[src/rtl/decode_issue_scoreboard_pkg.sv]
// Shared constants for the decode issue scoreboard.
package decode_pkg;
   localparam int unsigned NUM_REGS = 16;
   localparam logic [3:0]  REG_PC   = 4'd15;
   localparam int unsigned CNT_W    = 2;
   localparam int unsigned MAX_INFL = 4;
   localparam int unsigned INFL_W   = 3;
   localparam int unsigned ADDR_W   = 4;
endpackage

[src/rtl/decode_issue_scoreboard_if.sv]
// Decode/writeback bus between the issue stage (master) and the scoreboard (slave).
// Carries the decode request, writeback report, flush, and scoreboard status.
interface decode_issue_scoreboard_if;
   import decode_pkg::*;

   logic                id_valid;
   logic                id_ready;
   logic [ADDR_W-1:0]   id_ra1;
   logic [ADDR_W-1:0]   id_ra2;
   logic                id_use_ra1;
   logic                id_use_ra2;
   logic [ADDR_W-1:0]   id_rd;
   logic                id_we;
   logic                wb_valid;
   logic [ADDR_W-1:0]   wb_rd;
   logic                flush;
   logic                we3_out;
   logic                stall;
   logic [NUM_REGS-1:0] pending_mask;
   logic [INFL_W-1:0]   infl_cnt;

   modport master (
      output id_valid, id_ra1, id_ra2, id_use_ra1, id_use_ra2, id_rd, id_we,
             wb_valid, wb_rd, flush,
      input  id_ready, we3_out, stall, pending_mask, infl_cnt
   );

   modport slave (
      input  id_valid, id_ra1, id_ra2, id_use_ra1, id_use_ra2, id_rd, id_we,
             wb_valid, wb_rd, flush,
      output id_ready, we3_out, stall, pending_mask, infl_cnt
   );
endinterface

[src/rtl/decode_issue_scoreboard_counter.sv]
// Per-register pending-write counter.
// Ports: clk, reset_n (sync, active low), inc, dec, clr -> count, nonzero.
// Callers guarantee inc never overflows and dec never underflows.
module scoreboard_counter #(
   parameter int unsigned CNT_W = 2
) (
   input  logic             clk,
   input  logic             reset_n,
   input  logic             inc,
   input  logic             dec,
   input  logic             clr,
   output logic [CNT_W-1:0] count,
   output logic             nonzero
);
   logic [CNT_W-1:0] count_q;

   // Simultaneous inc and dec cancel out.
   always_ff @(posedge clk) begin
      if (!reset_n) begin
         count_q <= '0;
      end else if (clr) begin
         count_q <= '0;
      end else if (inc && !dec) begin
         count_q <= count_q + CNT_W'(1);
      end else if (dec && !inc) begin
         count_q <= count_q - CNT_W'(1);
      end
   end

   assign count   = count_q;
   assign nonzero = (count_q != '0);
endmodule

[src/rtl/decode_issue_scoreboard.sv]
// Issue scoreboard in front of the Decode register bank.
// Tracks in-flight writes to R0-R14, stalls Decode on RAW hazards or capacity,
// and gates the bank write enable to writebacks that match a tracked write.
// Ports: clk, reset_n (sync, active low), bus (slave modport): id_* request,
// wb_* writeback, flush, and id_ready/stall/we3_out (combinational),
// pending_mask/infl_cnt (registered state).
module decode_issue_scoreboard
   import decode_pkg::*;
(
   input  logic                       clk,
   input  logic                       reset_n,
   decode_issue_scoreboard_if.slave   bus
);
   logic [CNT_W-1:0]    cnt [NUM_REGS];
   logic [NUM_REGS-1:0] pend;
   logic [NUM_REGS-2:0] inc_v;
   logic [NUM_REGS-2:0] dec_v;
   logic [INFL_W-1:0]   infl_q;
   logic                hazard;
   logic                full;
   logic                stall;
   logic                issue_wr;
   logic                accept;

   // R15 is never tracked: its slot reads as an empty counter.
   assign cnt[NUM_REGS-1]  = '0;
   assign pend[NUM_REGS-1] = 1'b0;

   // Hazard/capacity decode on pre-edge state; writebacks do not bypass.
   always_comb begin
      hazard   = 1'b0;
      full     = 1'b0;
      stall    = 1'b0;
      issue_wr = 1'b0;
      accept   = 1'b0;
      inc_v    = '0;
      dec_v    = '0;

      hazard = bus.id_valid &&
               ((bus.id_use_ra1 && pend[bus.id_ra1]) ||
                (bus.id_use_ra2 && pend[bus.id_ra2]));
      full   = bus.id_valid && bus.id_we && (bus.id_rd != REG_PC) &&
               ((infl_q == INFL_W'(MAX_INFL)) || (cnt[bus.id_rd] == '1));
      stall  = hazard || full;

      issue_wr = bus.id_valid && !stall && bus.id_we &&
                 (bus.id_rd != REG_PC) && !bus.flush;
      accept   = bus.wb_valid && pend[bus.wb_rd] && !bus.flush;

      for (int i = 0; i < NUM_REGS - 1; i++) begin
         inc_v[i] = issue_wr && (bus.id_rd == ADDR_W'(i));
         dec_v[i] = accept   && (bus.wb_rd == ADDR_W'(i));
      end
   end

   for (genvar g = 0; g < NUM_REGS - 1; g++) begin : g_cnt
      scoreboard_counter #(.CNT_W(CNT_W)) u_cnt (
         .clk     (clk),
         .reset_n (reset_n),
         .inc     (inc_v[g]),
         .dec     (dec_v[g]),
         .clr     (bus.flush),
         .count   (cnt[g]),
         .nonzero (pend[g])
      );
   end

   // Total in-flight writers; always equals the sum of the per-register counters.
   always_ff @(posedge clk) begin
      if (!reset_n) begin
         infl_q <= '0;
      end else if (bus.flush) begin
         infl_q <= '0;
      end else if (issue_wr && !accept) begin
         infl_q <= infl_q + INFL_W'(1);
      end else if (accept && !issue_wr) begin
         infl_q <= infl_q - INFL_W'(1);
      end
   end

   assign bus.stall        = stall;
   assign bus.id_ready     = !stall;
   assign bus.we3_out      = accept;
   assign bus.pending_mask = pend;
   assign bus.infl_cnt     = infl_q;
endmodule

[src/flat_wrapper.sv]
// flat-port wrapper written by rule: the top's interface ports become plain ports
module decode_issue_scoreboard_flat import decode_pkg::*;
  (clk, reset_n, bus_id_valid, bus_id_ra1, bus_id_ra2, bus_id_use_ra1, bus_id_use_ra2, bus_id_rd, bus_id_we, bus_wb_valid, bus_wb_rd, bus_flush, bus_id_ready, bus_we3_out, bus_stall, bus_pending_mask, bus_infl_cnt);
  decode_issue_scoreboard_if bus_i ();
  input  logic clk;
  input  logic reset_n;
  input wire logic [$bits(bus_i.id_valid)-1:0] bus_id_valid;
  input wire logic [$bits(bus_i.id_ra1)-1:0] bus_id_ra1;
  input wire logic [$bits(bus_i.id_ra2)-1:0] bus_id_ra2;
  input wire logic [$bits(bus_i.id_use_ra1)-1:0] bus_id_use_ra1;
  input wire logic [$bits(bus_i.id_use_ra2)-1:0] bus_id_use_ra2;
  input wire logic [$bits(bus_i.id_rd)-1:0] bus_id_rd;
  input wire logic [$bits(bus_i.id_we)-1:0] bus_id_we;
  input wire logic [$bits(bus_i.wb_valid)-1:0] bus_wb_valid;
  input wire logic [$bits(bus_i.wb_rd)-1:0] bus_wb_rd;
  input wire logic [$bits(bus_i.flush)-1:0] bus_flush;
  output wire logic [$bits(bus_i.id_ready)-1:0] bus_id_ready;
  output wire logic [$bits(bus_i.we3_out)-1:0] bus_we3_out;
  output wire logic [$bits(bus_i.stall)-1:0] bus_stall;
  output wire logic [$bits(bus_i.pending_mask)-1:0] bus_pending_mask;
  output wire logic [$bits(bus_i.infl_cnt)-1:0] bus_infl_cnt;
  assign bus_i.id_valid = bus_id_valid;
  assign bus_i.id_ra1 = bus_id_ra1;
  assign bus_i.id_ra2 = bus_id_ra2;
  assign bus_i.id_use_ra1 = bus_id_use_ra1;
  assign bus_i.id_use_ra2 = bus_id_use_ra2;
  assign bus_i.id_rd = bus_id_rd;
  assign bus_i.id_we = bus_id_we;
  assign bus_i.wb_valid = bus_wb_valid;
  assign bus_i.wb_rd = bus_wb_rd;
  assign bus_i.flush = bus_flush;
  assign bus_id_ready = bus_i.id_ready;
  assign bus_we3_out = bus_i.we3_out;
  assign bus_stall = bus_i.stall;
  assign bus_pending_mask = bus_i.pending_mask;
  assign bus_infl_cnt = bus_i.infl_cnt;
  decode_issue_scoreboard u_core (.clk(clk), .reset_n(reset_n), .bus(bus_i));
endmodule
[config.mk]
export PLATFORM = sky130hd
export DESIGN_NAME = decode_issue_scoreboard_flat
export DESIGN_NICKNAME = d
export VERILOG_FILES = /design/src/rtl/decode_issue_scoreboard_pkg.sv /design/src/rtl/decode_issue_scoreboard_if.sv /design/src/rtl/decode_issue_scoreboard_counter.sv /design/src/rtl/decode_issue_scoreboard.sv /design/src/flat_wrapper.sv
export SDC_FILE = /design/constraint.sdc
export NUM_CORES = 1
export LEC_CHECK = 0
export BUFFER_PORTS_ARGS = -buffer_cell sky130_fd_sc_hd__buf_2
export CORE_MARGIN = 2
export CORE_UTILIZATION = 40
export DETAILED_ROUTE_END_ITERATION = 12
export PLACE_DENSITY = 0.61
export SYNTH_ARGS = -nofsm -noshare
export SYNTH_HDL_FRONTEND = slang
export SYNTH_SLANG_ARGS = --single-unit
[constraint.sdc]
create_clock -name clk -period 5.8 [get_ports clk]
set_input_delay 0 -clock clk [delete_from_list [all_inputs] [get_ports clk]]
set_output_delay 0 -clock clk [all_outputs]
set_load 0.01 [all_outputs]
# Yosys cells after proc, flatten, opt, wreduce, memory -nomap -nowiden
# Cells that the tools add are included.
[word_totals]
regBits = 33
inputBits = 24
output_inout_bits = 22
[op_classes]
addsub = 32
n_lt_le_gt_ge = 4
eq_ne = 31
mux = 41
n_bitwise = 2
reduce_logical = 145
[op_table]
columns = ["cell", "n"]
rows = [
  ["$logic_and 1x1->1", 74],
  ["$mux 2", 32],
  ["$reduce_bool 2->1", 31],
  ["$eq 4x4->1 const B", 14],
  ["$logic_not 1->1", 34],
  ["$eq 4x3->1 const B", 8],
  ["$add 2x1->2 const B", 15],
  ["$sub 2x1->2 const B", 15],
  ["$eq 4x2->1 const B", 4],
  ["$lt 4x5->1 const B", 3],
  ["$bmux 1 s4", 3],
  ["$bmux 2 s4", 1],
  ["$eq 4x1->1 const B", 2],
  ["$logic_not 4->1", 2],
  ["$mux 3", 2],
  ["$ge 5x5->1 const B", 1],
  ["$not 4->5", 1],
  ["$ne 4x4->1 const B", 1],
  ["$add 3x1->3 const B", 1],
  ["$eq 3x3->1 const B", 1],
  ["$logic_or 1x1->1", 3],
  ["$mux 1", 3],
  ["$sub 3x1->3 const B", 1],
  ["$eq 2x2->1 const B", 1],
  ["2 further kinds", 2],
]

# Longest topological paths before layout
# Gate-level depths: netlist of the first run.
[depth]
word_depth = 18
ltp_mapped = 14
mapped_depth_nobuf = 13

# Cells and area by module
# A second synthesis of the first run with hierarchy kept.
[hier_totals]
hier_cells = 317
area_unflattened_um2 = 2830.2
[by_module_without_submodules]
columns = ["mod", "instances", "cells_each", "area_per_inst_um2", "seq_area_each_um2"]
rows = [
  ["scoreboard_counter", 15, 12, 106.4, 40.0],
  ["decode_issue_scoreboard", 1, 137, 1234.9, 60.1],
]

# Least setup slack after synthesis of the first run
# OpenSTA, ideal clock, no wires.
[synth_timing]
path_kind = "register to register"
start = "register u_core.g_cnt[0].u_cnt.count_q[0]"
end = "register u_core.infl_q[2], in the netlist u_core.bus.infl_cnt[2]"
arrival_ns = 2.795
setup_slack_ns = 2.934
stages_incl_launch_ff = 12
n_path_buf = 0
cell_sequence = "dfxtp_1 > or2_1 > mux4_2 > o211ai_2 > o31ai_2 > nor4_1 > ha_1 > inv_1 > fa_1 > xor2_1 > or3_1 > a21oi_1"
[synth_via]
elab_chain_len = 15
[synth_lines]
columns = ["element", "line_no", "text"]
rows = [
  ["from (decl)", "decode_issue_scoreboard_counter.sv:15", "logic [CNT_W-1:0] count_q;"],
  ["from (signal assigned)", "decode_issue_scoreboard_counter.sv:24", "count_q <= count_q + CNT_W'(1);"],
  ["from (signal assigned)", "decode_issue_scoreboard_counter.sv:26", "count_q <= count_q - CNT_W'(1);"],
  ["$reduce_bool 2->1 (*)", "decode_issue_scoreboard_counter.sv:31", "assign nonzero = (count_q != '0);"],
  ["net u_core.g_cnt[0].u_cnt.nonzero", "decode_issue_scoreboard_counter.sv:13", "output logic nonzero"],
  ["$bmux 1 s4, on equally long branches", "decode_issue_scoreboard.sv:40, decode_issue_scoreboard.sv:41", ""],
  ["$mux 1, on equally long branches", "decode_issue_scoreboard.sv:40, decode_issue_scoreboard.sv:41", ""],
  ["$logic_and 1x1->1, on equally long branches", "decode_issue_scoreboard.sv:40, decode_issue_scoreboard.sv:41", ""],
  ["$logic_or 1x1->1", "decode_issue_scoreboard.sv:40", "((bus.id_use_ra1 && pend[bus.id_ra1]) ||"],
  ["$logic_and 1x1->1", "decode_issue_scoreboard.sv:39", "hazard = bus.id_valid &&"],
  ["$logic_or 1x1->1", "decode_issue_scoreboard.sv:44", "stall = hazard || full;"],
  ["$logic_not 1->1", "decode_issue_scoreboard.sv:46", "issue_wr = bus.id_valid && !stall && bus.id_we &&"],
  ["$logic_and 1x1->1 (3 in series)", "decode_issue_scoreboard.sv:46", ""],
  ["$logic_and 1x1->1", "decode_issue_scoreboard.sv:47", "(bus.id_rd != REG_PC) && !bus.flush;"],
  ["$logic_not 1->1", "decode_issue_scoreboard.sv:76", "end else if (accept && !issue_wr) begin"],
  ["$logic_and 1x1->1", "decode_issue_scoreboard.sv:76", ""],
  ["$reduce_bool 2->1 (no line)", "n/a", ""],
  ["to (signal assigned)", "decode_issue_scoreboard.sv:75", "infl_q <= infl_q + INFL_W'(1);"],
  ["to (signal assigned)", "decode_issue_scoreboard.sv:77", "infl_q <= infl_q - INFL_W'(1);"],
  ["to (decl)", "decode_issue_scoreboard.sv:18", "logic [INFL_W-1:0] infl_q;"],
]
# Mark *: on every way through the listed nets, which the timed path passes. The rest lies on a longest branch. The select of a mux whose other input is x is not followed.
# A chain may end at the register's enable or synchronous reset.

# Worst setup path after layout of the first run
[layout_timing]
start = "register u_core.g_cnt[9].u_cnt.count_q[0]"
end = "register u_core.infl_q[2], in the netlist u_core.bus.infl_cnt[2]"
[layout_via]
elab_chain_len = 15
[layout_lines]
columns = ["element", "line_no", "text"]
rows = [
  ["from (decl)", "decode_issue_scoreboard_counter.sv:15", ""],
  ["from (signal assigned)", "decode_issue_scoreboard_counter.sv:24", ""],
  ["from (signal assigned)", "decode_issue_scoreboard_counter.sv:26", ""],
  ["$bmux 2 s4 or $reduce_bool 2->1 (tied branches)", "decode_issue_scoreboard.sv:43, decode_issue_scoreboard_counter.sv:31", ""],
  ["$mux 2 (not written as such), or another cell as far along (2 in series)", "decode_issue_scoreboard.sv:43", "((infl_q == INFL_W'(MAX_INFL)) || (cnt[bus.id_rd] == '1));"],
  ["$eq 2x2->1, or another cell as far along", "decode_issue_scoreboard.sv:43", ""],
  ["$logic_or 1x1->1, on equally long branches", "decode_issue_scoreboard.sv:43, decode_issue_scoreboard.sv:40", ""],
  ["$logic_and 1x1->1, on equally long branches", "decode_issue_scoreboard.sv:42, decode_issue_scoreboard.sv:39", ""],
  ["$logic_or 1x1->1", "decode_issue_scoreboard.sv:44", ""],
  ["$logic_not 1->1", "decode_issue_scoreboard.sv:46", ""],
  ["$logic_and 1x1->1 (3 in series)", "decode_issue_scoreboard.sv:46", ""],
  ["$logic_and 1x1->1", "decode_issue_scoreboard.sv:47", ""],
  ["$logic_not 1->1", "decode_issue_scoreboard.sv:76", ""],
  ["$logic_and 1x1->1", "decode_issue_scoreboard.sv:76", ""],
  ["$reduce_bool 2->1 (no line)", "n/a", ""],
]
# Several ways; a longest one is shown, not always the timed one. The select of a mux whose other input is x is not followed.

==> out/results.txt, run 1 <==
The critical path in this run is classified as reg2reg. Once placement finished, the instance area stood at 3070 um2. The detailed router finished its first iteration with 194 violations. The antenna cell count is 0, and the net switching power is 0.000126 W. On the worst path, the slowest cell contributes a delay of 0.38 ns. Following the worst setup path forward leads to its endpoint at u_core.bus.infl_cnt[2].

Walking the worst path, the cells encountered are or2_4, mux2_2, o311ai_0, or4_4, o31ai_4, nor4_1, ha_1, inv_1, fa_1, xor2_1, or3_1, a21oi_1. The library cell contributing the largest single delay on the critical path was sky130_fd_sc_hd__fa_1. The wire length reported by the detailed router came out at 7470 um. Counting distinct cell types in the post-synthesis netlist gives 51.

STA classifies the critical path endpoint as a flop. Data on the critical path is required at its endpoint by 6.01 ns. The combined buffer and inverter count along the critical path was 1. Sequential cells account for 49.3% of the total power. The analysis attributes to cell leakage a power of 1.39 nW.

The synthesized design devotes to its leading area cell type 22.6% of total area. For this run the aggregate overflow at the end of global routing stands at 0. Among cell families on the critical path, the largest total delay comes from simple AND/OR/NAND/NOR gates. For this run, design rule violations remaining after detail routing come to 0. Once detail routing completed, the nets flagged for antenna violations numbered 0. The die covers 8020 um2.

STA classifies the critical path startpoint as a flop. The initial utilization of the core area, before any placement, comes to 40.8%. Setup repair after global routing left no endpoint under its margin. The main flop type after synthesis was sky130_fd_sc_hd__dfxtp_1. In this run the worst setup path begins at u_core.g_cnt[9].u_cnt.count[0].

The maximum net fanout on the critical path came out at 18. In this run switching power makes up 27.0% of total power. After clock tree synthesis, the setup repair step added 0 buffers.

Synthesis handed over a netlist of 343 instances. The placer congestion estimate was 0.887; the chip height was 89.6 um. The actual transition at the worst max-transition pin works out to 0.862 ns. In the post-synthesis netlist, the biggest area contributors are sky130_fd_sc_hd__dfxtp_1, sky130_fd_sc_hd__xor2_1, sky130_fd_sc_hd__mux4_2.

For the global-route wire length before repair, the log shows 11,700 um. The number of nets in the synthesized netlist is 384. The core region area came out at 7180 um2. The flow ran to the end, and the final reports show no timing, DRC or antenna violations. IR analysis of the VDD net gives a maximum drop of 0.0000569 V. Across every metal layer, demand over resource in global routing totals 19.2%.

For this run, the share of the core covered by cells in the final layout is 43.9%. The x dimension of the die was 89.6 um; the internal power contribution was 0.000339 W. Entering global routing, the biggest net connects 34 pins. The H-tree was split into 2 levels. The run gives 0 as the number of pins exceeding their max-slew limit in the final report. The total power draw was 0.000464 W. The logs give 0.238 ns for the worst slack on hold paths and 2,336 for the via count of the first global-routing pass. The max-capacitance violation count was 0; the count of synthesis-stage warnings from yosys was 0. The worst path uses 56.9% of the clock period.

Clock tree synthesis selected as its root buffer the cell sky130_fd_sc_hd__clkbuf_8. TritonCTS built the clock tree. The achievable clock frequency was 303 MHz; the clock period minus worst slack was 3.30 ns. In the final design database the tool counted 405 nets. For flop-to-flop paths, the worst setup slack is 2.50 ns. The total iterations of the first detailed-routing run was 4; the share of flip-flops with an asynchronous set or reset was 0%. The count of final setup violators is 0. Measured in cells, the most critical reg-to-reg path has a length of 12. The floorplan has 31 rows. In this run, post-CTS repair resized a total of 0 instances. The combinational share of power came out at 15.4%. Clock skew on the completed layout was measured at 0.00174 ns.

The data arrival time at the worst-slack endpoint was 3.52 ns. In the layout the commonest cells are sky130_fd_sc_hd__buf_2, sky130_fd_sc_hd__nor2_1, sky130_fd_sc_hd__dfxtp_1, sky130_fd_sc_hd__xor2_1, sky130_fd_sc_hd__nand3_1. The area growth from synthesis to layout is 7.61%.

The final-report hold violation count is 0. Counting flops and latches in the post-synthesis netlist gives 33. The path class of the tightest hold or removal check is in2reg.

The logs give 3150 um2 for the final instance area and 0 ns for the aggregate negative setup slack. The number of gates on the worst path with buffers counted works out to 12. The library cell used most frequently in the layout, excluding fill and tap cells, is sky130_fd_sc_hd__buf_2.

The fraction of final layout cells sized beyond drive strength 1 is 23.3%. The reg-to-reg startpoint is u_core.g_cnt[9].u_cnt.count[0]. Initial antenna violation count: 0. Counting flops with a built-in enable in the synthesized netlist gives 0.

Of the total power, the clock network draws 35.3%. No sink is reached through more buffers than the 2 on the longest clock path. The number of hold buffers added after CTS was 0.

The average wire length per cell after detail routing is 16.1 um. The mean instance size in the synthesized netlist is 8.54 um2, and the relative slew slack is 41.8%. After legalization and detailed placement, the total HPWL measured 5870 um.

Clock-pin slew was measured on the worst setup and hold paths at 0.06 ns. Clock latency on the worst-skew pair, taken at its later pin, is 0.28 ns. In this run the critical register-to-register path is captured at u_core.bus.infl_cnt[2]. Pin placement for this block handled 46 I/O pins.

The number of CTS-inserted buffers came out at 5. The power density over the cells came out at 147 nW/um2. The clock sink count came out at 33.

The synthesized area came out at 2930 um2. The logs give 2,610 for the count of vias placed by the detailed router and 22.6% for the part of the Yosys area used for sequential elements. Port buffering added 44 buffers. The largest total area in the synthesized netlist belongs to sky130_fd_sc_hd__dfxtp_1. The number of vias per cell after detailed routing was 5.63.
==> logic make-up after synthesis <==
logic type               after synthesis  share of synthesized area, %
AO/OA/AOI/OAI                         52                          11.5
XOR/XNOR                              32                          9.57
adder cells (fa/ha/maj)               17                          7.52
buffers and inverters                 42                          8.68
flip-flops                            33                          22.6
multiplexers                          21                          12.9
other                                  1                         0.128
AND/OR/NAND/NOR                      145                          27.1
==> worst min-delay path: cells and delay by family <==
family | cells | cell delay, ns
AND/OR/NAND/NOR | 2 | 0.16
buffers and inverters | 2 | 0.32
==> Yosys cell counts, types with 11 or more instances <==
cell	n
sky130_fd_sc_hd__or3_1	16
sky130_fd_sc_hd__o21ai_0	19
sky130_fd_sc_hd__nor3_1	11
sky130_fd_sc_hd__mux4_2	12
sky130_fd_sc_hd__nor2_1	35
sky130_fd_sc_hd__nand3_1	23
sky130_fd_sc_hd__ha_1	16
sky130_fd_sc_hd__nand2_1	17
sky130_fd_sc_hd__buf_4	18
sky130_fd_sc_hd__dfxtp_1	33
sky130_fd_sc_hd__xor2_1	32
sky130_fd_sc_hd__a21oi_1	18
==> power groups by stage <==
| stage | registers, W | logic, W | clock network (W) |
|---|---|---|---|
| CTS | 0.000229 | 0.0000709 | 0.000171 |
| detailed placement | 0.000234 | 0.0000707 | 0 |
| global placement | 0.000234 | 0.0000701 | 0 |
| global route | 0.000229 | 0.0000778 | 0.000184 |
| finish | 0.000229 | 0.0000715 | 0.000164 |
| floorplan | 0.000234 | 0.0000496 | 0 |
==> metrics by stage <==
| stage | instances | setup slack [ns] |
|---|---|---|
| final | 464 | 2.50 |
| after global routing | 464 | 2.21 |
| after CTS | 464 | 2.51 |
| after detailed placement | 456 | 2.53 |
| after global placement | 456 | 2.60 |
| after floorplan | 343 | 2.93 |
==> final cells by class <==
type                    instances  area [um2]
inverters                      10        37.5
flip-flops and latches         33         661
repair buffers                 46         235
clock buffers                   8        80.1
multi-input cells             268        2010
well taps                      99         124
fillers                       732        4030
==> worst min-delay path by stage <==
stage	startpoint	end	slack, ns	cells after the start
global placement	u_core.bus.infl_cnt[2]	bus_infl_cnt[2]	0.46	1
CTS	reset_n	u_core.bus.infl_cnt[1]	0.24	4
finish	reset_n	u_core.bus.infl_cnt[1]	0.24	4
detailed placement	u_core.bus.infl_cnt[2]	bus_infl_cnt[2]	0.46	1
floorplan	bus_flush	bus_we3_out	0.21	2
global route	reset_n	u_core.bus.infl_cnt[0]	0.27	4
==> state kept, by name (all words and copies together), names as in the netlist <==
signal	flops
u_core.g_cnt.u_cnt.count	30
u_core.bus.infl_cnt	3
==> layer usage <==
layer | wire length (um) | share of wire (%) | global-route usage, %
met5 | 0 | 0 | 0
met4 | 114 | 1.5 | 5.56
met3 | 621 | 8.3 | 4.25
met2 | 3340 | 45 | 29.9
met1 | 3400 | 45 | 26.4
No activity file was read; power rests on OpenSTA's default activity.
==> run 2: changes to the inputs <==
Settings changed: PLACE_DENSITY 0.61 to 0.63.
Clock period 5.8 ns to 3 ns, I/O delays scaled along.
==> run 2 against run 1 <==
Compared with the run above:
- the run now ends with negative setup slack left
- sequential power is 93% higher
- first-iteration DRC count is 9.3% higher
- die area is the same
- via count up 2.6%
- setup slack worse by 2.5 ns
- clock power grew 99%
- critical path depth unchanged
- combinational power increased by 110%
- register-to-register slack worse by 2.5 ns
- sequential share of layout area down 1.1 points
==> out/results.txt, run 2 (synthesis gave the netlist of run 1 again) <==
The run finished, with violations left. The share of the clock period used by the worst path after layout was 101%. TritonCTS built the clock tree. Global routing finished with a remaining overflow of 0. For the worst-case clock buffer depth, the log shows 2. Timing would allow up to 331 MHz. Number of pins exceeding their max-slew limit in the final report: 0. The final routed DRC violation total is 0, and the slack of the critical path is -0.0242 ns. The worst setup path is launched from a flop. The combinational share of power was 16.3%; the delay of the slowest cell on the worst path was 0.48 ns.

Of the total power, the share spent switching nets is 28.0%. The leading cell type in the layout, fill and taps excluded was sky130_fd_sc_hd__buf_2. The count of final setup violators was 1; the number of vias per cell after detailed routing was 5.49. The area enclosed by the die boundary is 8020 um2. Clock tree synthesis selected as its root buffer the cell sky130_fd_sc_hd__clkbuf_8.

The final layout contains routed wiring with a total length of 7950 um. Registers are responsible for 48.1% of the overall power. The logs give 212 for the number of DRC markers in iteration 0 and 429 for the net count of the finished layout.

The count of input and output buffers works out to 44. Setup repair after global routing could not meet its margin everywhere. The core region is 7180 um2.

The via count of the first global-routing pass is 2,481. In the layout the commonest cells are sky130_fd_sc_hd__buf_2, sky130_fd_sc_hd__nor2_1, sky130_fd_sc_hd__xor2_1, sky130_fd_sc_hd__dfxtp_1, sky130_fd_sc_hd__buf_4. In this run the register-to-register setup slack is -0.02 ns. The power density over the cells was 274 nW/um2; the data arrival time at the worst-slack endpoint was 3.24 ns. Traced cell by cell, the critical path runs through mux4_2, mux2i_1, nor2_1, a211oi_2, o31ai_4, nor4_2, ha_2, inv_1, fa_2, xor2_1, or3_1, a21oi_1. Before CTS, the worst setup slack after placement is 0.0149 ns. The logs give 0 for the initial antenna violation count and 0.29 ns for the clock latency at the later pin of the worst-skew pair. The cell area after placement came out at 3240 um2. The tools report the clock tree skew after final layout as 0.00729 ns. The global routing usage summed across all routing layers came out at 20.6%. For the required time of the worst setup path, the log shows 3.22 ns. The clock period minus worst slack is 3.02 ns. CTS saw 33 sinks. The die is 89.6 um tall.

The number of clock buffers added by TritonCTS is 5. After routing the design area is 3360 um2. The final reports fail on negative setup slack. The global-route wire length before repair was 12,500 um. The classification of the worst setup path was reg2reg. The run gives 4 as the total iterations of the first detailed-routing run.

The run gives 46.8% as the final cell utilization of the core. The logs give 6250 um for the total half-perimeter wirelength after legalization and detailed placement and 0.000117 V for the worst IR drop on VDD. The final-report hold violation count is 0. Total power for the finished layout comes to 0.000920 W. The fraction of final layout cells sized beyond drive strength 1 came out at 30.8%. Area overhead of the layout relative to synthesis: 14.7%. For the number of top-level design ports, the log shows 46. Initial core utilization: 40.8%. Entering global routing, the biggest net connects 34 pins. The run gives 2 as the maximum level of the CTS H-tree. Measured along the x axis, the die boundary spans 89.6 um. The slowest stage of the critical path is the sky130_fd_sc_hd__mux4_2 cell.

In the final routed layout, each cell accounts on average for 16.3 um. The clock network burns 35.6% of the power. STA classifies the critical path endpoint as a flop. Once detail routing completed, the nets flagged for antenna violations numbered 0. The maximum net fanout on the critical path was 5. The register with the most flip-flops in the layout has 30 of them.

For this design the total switching power over the nets is 0.000257 W. Routability-driven placement finished with a final weighted congestion of 0.886. The run gives 1.51 nW as the leakage component of the power. The path category of the worst min-delay check was in2reg.

The internal power contribution came out at 0.000663 W. The run gives 31 as the number of placement rows. The run gives 2,678 as the count of vias placed by the detailed router. The tools report the antenna cell count as 0. The max-capacitance violation count is 0, and the clock-pin slew reported for the worst setup and hold paths after clock tree synthesis is 0.07 ns.
-- run 2: changes by cell type in the layout (fill, tap and decap cells not counted), sizes merged --
cell / delta
buf: +24
-- run 2: repair_timing --
action,in CTS,in global routing
hold endpoints to repair,0,0
hold buffers,0,0
gates resized for setup,6,6
setup buffers,2,0
pin swaps,4,6
endpoints found under the setup margin,1,15
-- run 2: path summary, 6_finish.rpt --
check                           cells past startpoint                           start                         endpoint
worst max-delay path                               12  u_core.g_cnt[3].u_cnt.count[1]           u_core.bus.infl_cnt[2]
worst min register to register                      2  u_core.g_cnt[8].u_cnt.count[1]   u_core.g_cnt[8].u_cnt.count[1]
worst min-delay path                                4                         reset_n  u_core.g_cnt[10].u_cnt.count[0]
worst max register to register                     12  u_core.g_cnt[3].u_cnt.count[1]           u_core.bus.infl_cnt[2]
-- run 2: metal layers --
layer  GRT usage [%]  routed length, um
met3            4.99                615
met1            28.0               3670
met4            6.11                101
met5               0                  0
met2            32.2               3570
-- run 2: cell type report --
type	instances	area, um2
Clock buffer	8	80.1
Multi-Input combinational cell	268	2040
Tap cell	99	124
Sequential cell	33	667
Inverter	10	37.5
Fill cell	720	3820
Timing Repair Buffer	70	415
-- run 2: power by group through the flow --
| stage | Sequential (W) | Combinational (W) | Clock [W] |
|---|---|---|---|
| after floorplan | 0.000452 | 0.0000958 | 0 |
| after detailed placement | 0.000452 | 0.000146 | 0 |
| final | 0.000442 | 0.000150 | 0.000327 |
| after CTS | 0.000442 | 0.000148 | 0.000338 |
| after global routing | 0.000442 | 0.000164 | 0.000358 |
| after global placement | 0.000452 | 0.000145 | 0 |
-- run 2: metrics by stage --
| step | cells | TNS, ns | hold WS (ns) |
|---|---|---|---|
| 2_1_floorplan | 343 | 0 | 0.212 |
| 4_1_cts | 488 | 0 | 0.233 |
| 3_5_place_dp | 478 | 0 | 0.460 |
| 6_report | 488 | -0.0242 | 0.227 |
| 5_1_grt | 488 | -1.14 | 0.256 |
| 3_3_place_gp | 478 | 0 | 0.459 |
-- run 2: critical path: cells and delay by family (launching register included) --
kind	cells	cell delay [ns]
multiplexers	2	0.68
AND/OR/NAND/NOR	3	0.67
adder cells (fa/ha/maj)	2	0.57
AO/OA/AOI/OAI	3	0.49
flip-flops	1	0.34
XOR/XNOR	1	0.15
buffers and inverters	1	0.05
==> run 3: changes to the inputs <==
Settings changed: CORE_UTILIZATION 40 to 37, PLACE_DENSITY 0.63 to 0.59.
==> run 3 against run 2 <==
Compared with the run above:
- combinational power up 3%
- sequential cell count unchanged
- the run now ends clean
- die area rose by 7.7%
- largest cell class unchanged
- setup slack better by 0.091 ns
- clock power rose by 5%
- hold slack improved by 0.0069 ns
- final cell count grew 1.2%
- sequential power about the same
- register-to-register slack improved by 0.09 ns
- sequential share of layout area fell by 0.44 points
- critical path depth shrank 1
- wire length grew 2.9%
==> out/results.txt, run 3 (synthesis gave the netlist of run 1 again) <==
Dividing total power by cell area gives a power density of 274 nW/um2. The run gives 0 as the final-report hold violation count. In this run the number of H-tree levels came out at 2. The root buffer cell chosen for the clock tree is sky130_fd_sc_hd__clkbuf_8. Counting instances, the worst hold path has a depth of 4. The most critical setup path has its startpoint at u_core.g_cnt[6].u_cnt.count[1].

Clock tree synthesis found a total of 33 sinks. Measured along the y axis, the die boundary spans 93.0 um. Across the routed clock network, the largest skew measured is 0.00495 ns. The region available for standard cell placement spans 7690 um2. The logs give 0 for the initial antenna violation count and 0.28 ns for the clock latency at the later pin of the worst-skew pair. The achievable clock frequency was 341 MHz. The register with the most flip-flops in the layout has 30 of them. For this run, the slowest stage of the critical path takes 0.48 ns. The path category of the worst min-delay check was in2reg. Traced cell by cell, the critical path runs through or2_4, mux4_2, o211ai_2, o31ai_2, nor4_2, ha_2, inv_1, fa_2, xor2_1, or3_1, a21oi_1.

In this run, the number of DRC markers left after iteration 0 of detailed routing was 188. STA classifies the critical path endpoint as a flop. For hold timing, the worst endpoint is u_core.bus.infl_cnt[1]. Setup repair after global routing could not meet its margin everywhere. The initial utilization of the core area, before any placement, comes to 38.1%.

For the via count of the first global-routing pass, the log shows 2,574. In this run the worst path has a maximum fanout of 3. In the routed layout, each cell is associated on average with a via count of 5.45. The wire length reported by the detailed router was 8180 um. The kind of start point of the critical path is a flop.

Leaving out fill and tap cells, the most frequent cell in the layout is sky130_fd_sc_hd__buf_2. The total half-perimeter wirelength after legalization and detailed placement was 6380 um. Leaving out fill and tap cells, the most frequent cells in the layout are sky130_fd_sc_hd__buf_2, sky130_fd_sc_hd__nor2_1, sky130_fd_sc_hd__xor2_1, sky130_fd_sc_hd__buf_4, sky130_fd_sc_hd__dfxtp_1. Summed over all layers, the global routing overflow is 0. TritonCTS built the clock tree.

The worst-case IR drop observed on VDD is 0.000132 V. The congestion estimate from routability-driven global placement came to 0.927. The number of clock buffers added by TritonCTS is 5. The antenna cell count came out at 0. The worst hold path begins at reset_n. The worst-case clock buffer depth came out at 2. The total iterations of the first detailed-routing run is 4. The run gives 0 as the max-capacitance violation count. In the global route stage, overall resource usage came out at 19.3%. For the number of top-level design ports, the log shows 46. The count of nets left with antenna violations once routing finished came out at 0. In this run the critical register-to-register path is captured at u_core.bus.infl_cnt[2].

The share of the clock period used by the worst path after layout was 97.8%. The average wire length per cell after detail routing is 16.6 um, and the worst-case reg-to-reg path depth is 11. The flow ran to the end, and the final reports show no timing, DRC or antenna violations.

Data arrives at the worst endpoint at 3.15 ns. Among all stages on the critical path, the largest delay is contributed by sky130_fd_sc_hd__mux4_2. The area overhead of the layout relative to synthesis was 17.1%; the aggregate negative setup slack was 0 ns. The count of input and output buffers came out at 44.

In the routed design, unresolved DRC markers number 0. Data on the critical path is required at its endpoint by 3.22 ns. Leakage component of the power: 1.54 nW.

The run gives 44.6% as the final cell utilization of the core. Setup violations remaining at the end of the flow were counted as 0. Entering global routing, the biggest net connects 34 pins. The tools report the reg-to-reg startpoint as u_core.g_cnt[6].u_cnt.count[1]. After the last flow step, the layout net total stands at 433. The design draws 0.000940 W.

Row generation in the floorplan step produced 32 rows. The area enclosed by the die boundary was 8640 um2; the clock period minus worst slack was 2.93 ns. The clock-pin slew reported for the worst setup and hold paths after clock tree synthesis was 0.07 ns. For flop-to-flop paths, the worst setup slack is 0.07 ns. From left edge to right edge, the die measures 93.0 um.

The detailed router placed 2,690 vias in this run. The worst setup path is of the reg2reg kind. The fraction of final layout cells sized beyond drive strength 1 was 33.2%; the global-route wire length before repair was 13,200 um. The tools report the number of pins exceeding their max-slew limit in the final report as 0.
==> run 3: changes by cell type in the layout (fill, tap and decap cells not counted) <==
cell,change
sky130_fd_sc_hd__dfxtp_1,+1
sky130_fd_sc_hd__dfxtp_2,-1
sky130_fd_sc_hd__o311ai_2,+1
sky130_fd_sc_hd__nor2_2,+2
sky130_fd_sc_hd__or2_4,+4
sky130_fd_sc_hd__or2_1,-3
sky130_fd_sc_hd__buf_4,+3
sky130_fd_sc_hd__clkbuf_8,+1
sky130_fd_sc_hd__o311ai_1,-1
sky130_fd_sc_hd__or2_2,-1
sky130_fd_sc_hd__buf_8,+1
sky130_fd_sc_hd__nor2_1,-2
sky130_fd_sc_hd__clkbuf_1,-2
==> run 3: timing repair <==
action,CTS,global route
setup endpoints to repair,1,16
gates resized for setup,9,11
setup buffers,2,0
hold buffers,0,0
pin swaps,4,2
endpoints found under the hold margin,0,0
==> run 3: worst max-delay path: cells and delay by family, from the launching register on <==
kind            cells  cell delay [ns]
compound gates      3             0.44
xor+xnor            1             0.15
flops               1             0.33
fa+ha+maj           2             0.57
mux                 1             0.48
simple gates        3             0.84
buf+inv             1             0.06
==> run 3: per-stage QoR <==
| stage | hold WS (ns) | cells | area (um2) | setup WS [ns] |
|---|---|---|---|---|
| 5_1_grt | 0.286 | 494 | 3430 | -0.0795 |
| 6_report | 0.234 | 494 | 3430 | 0.0666 |
| 4_1_cts | 0.234 | 494 | 3390 | 0.0233 |
| 3_5_place_dp | 0.463 | 485 | 3270 | -0.00221 |
| 3_3_place_gp | 0.459 | 485 | 3270 | 0.0523 |
| 2_1_floorplan | 0.212 | 343 | 2930 | 0.134 |
==> run 3: power breakdown <==
group / switching (W) / internal, W / total [W]
Sequential: 0.00000237 / 0.000440 / 0.000442
Clock: 0.000161 / 0.000182 / 0.000343
Combinational: 0.0000948 / 0.0000599 / 0.000155
Total: 0.000258 / 0.000682 / 0.000940
==> run 3: layer usage <==
metal / GRT usage (%) / vias to the layer above / share of wire [%]
met5: 0 / - / 0
met4: 6.00 / 0 / 1.2
met3: 4.48 / 12 / 8.6
met2: 28.4 / 120 / 43
met1: 27.8 / 1249 / 48
li1: - / 1309 / -
==> run 3: worst max path at each step <==
stage | endpoint | depth (start not counted) | slack, ns
2_1_floorplan | u_core.bus.infl_cnt[2] | 11 | 0.13
3_3_place_gp | u_core.bus.infl_cnt[2] | 11 | 0.05
3_5_place_dp | u_core.bus.infl_cnt[2] | 10 | -0.002
4_1_cts | u_core.bus.infl_cnt[2] | 11 | 0.02
5_1_grt | u_core.bus.infl_cnt[2] | 11 | -0.08
6_report | u_core.bus.infl_cnt[2] | 11 | 0.07
==> run 3: cell type report <==
class | count | area, um2
clock buffers | 7 | 86.3
multi-input cells | 268 | 2060
fillers | 799 | 4260
flip-flops and latches | 33 | 666
repair buffers | 74 | 453
well taps | 102 | 128
inverters | 10 | 37.5
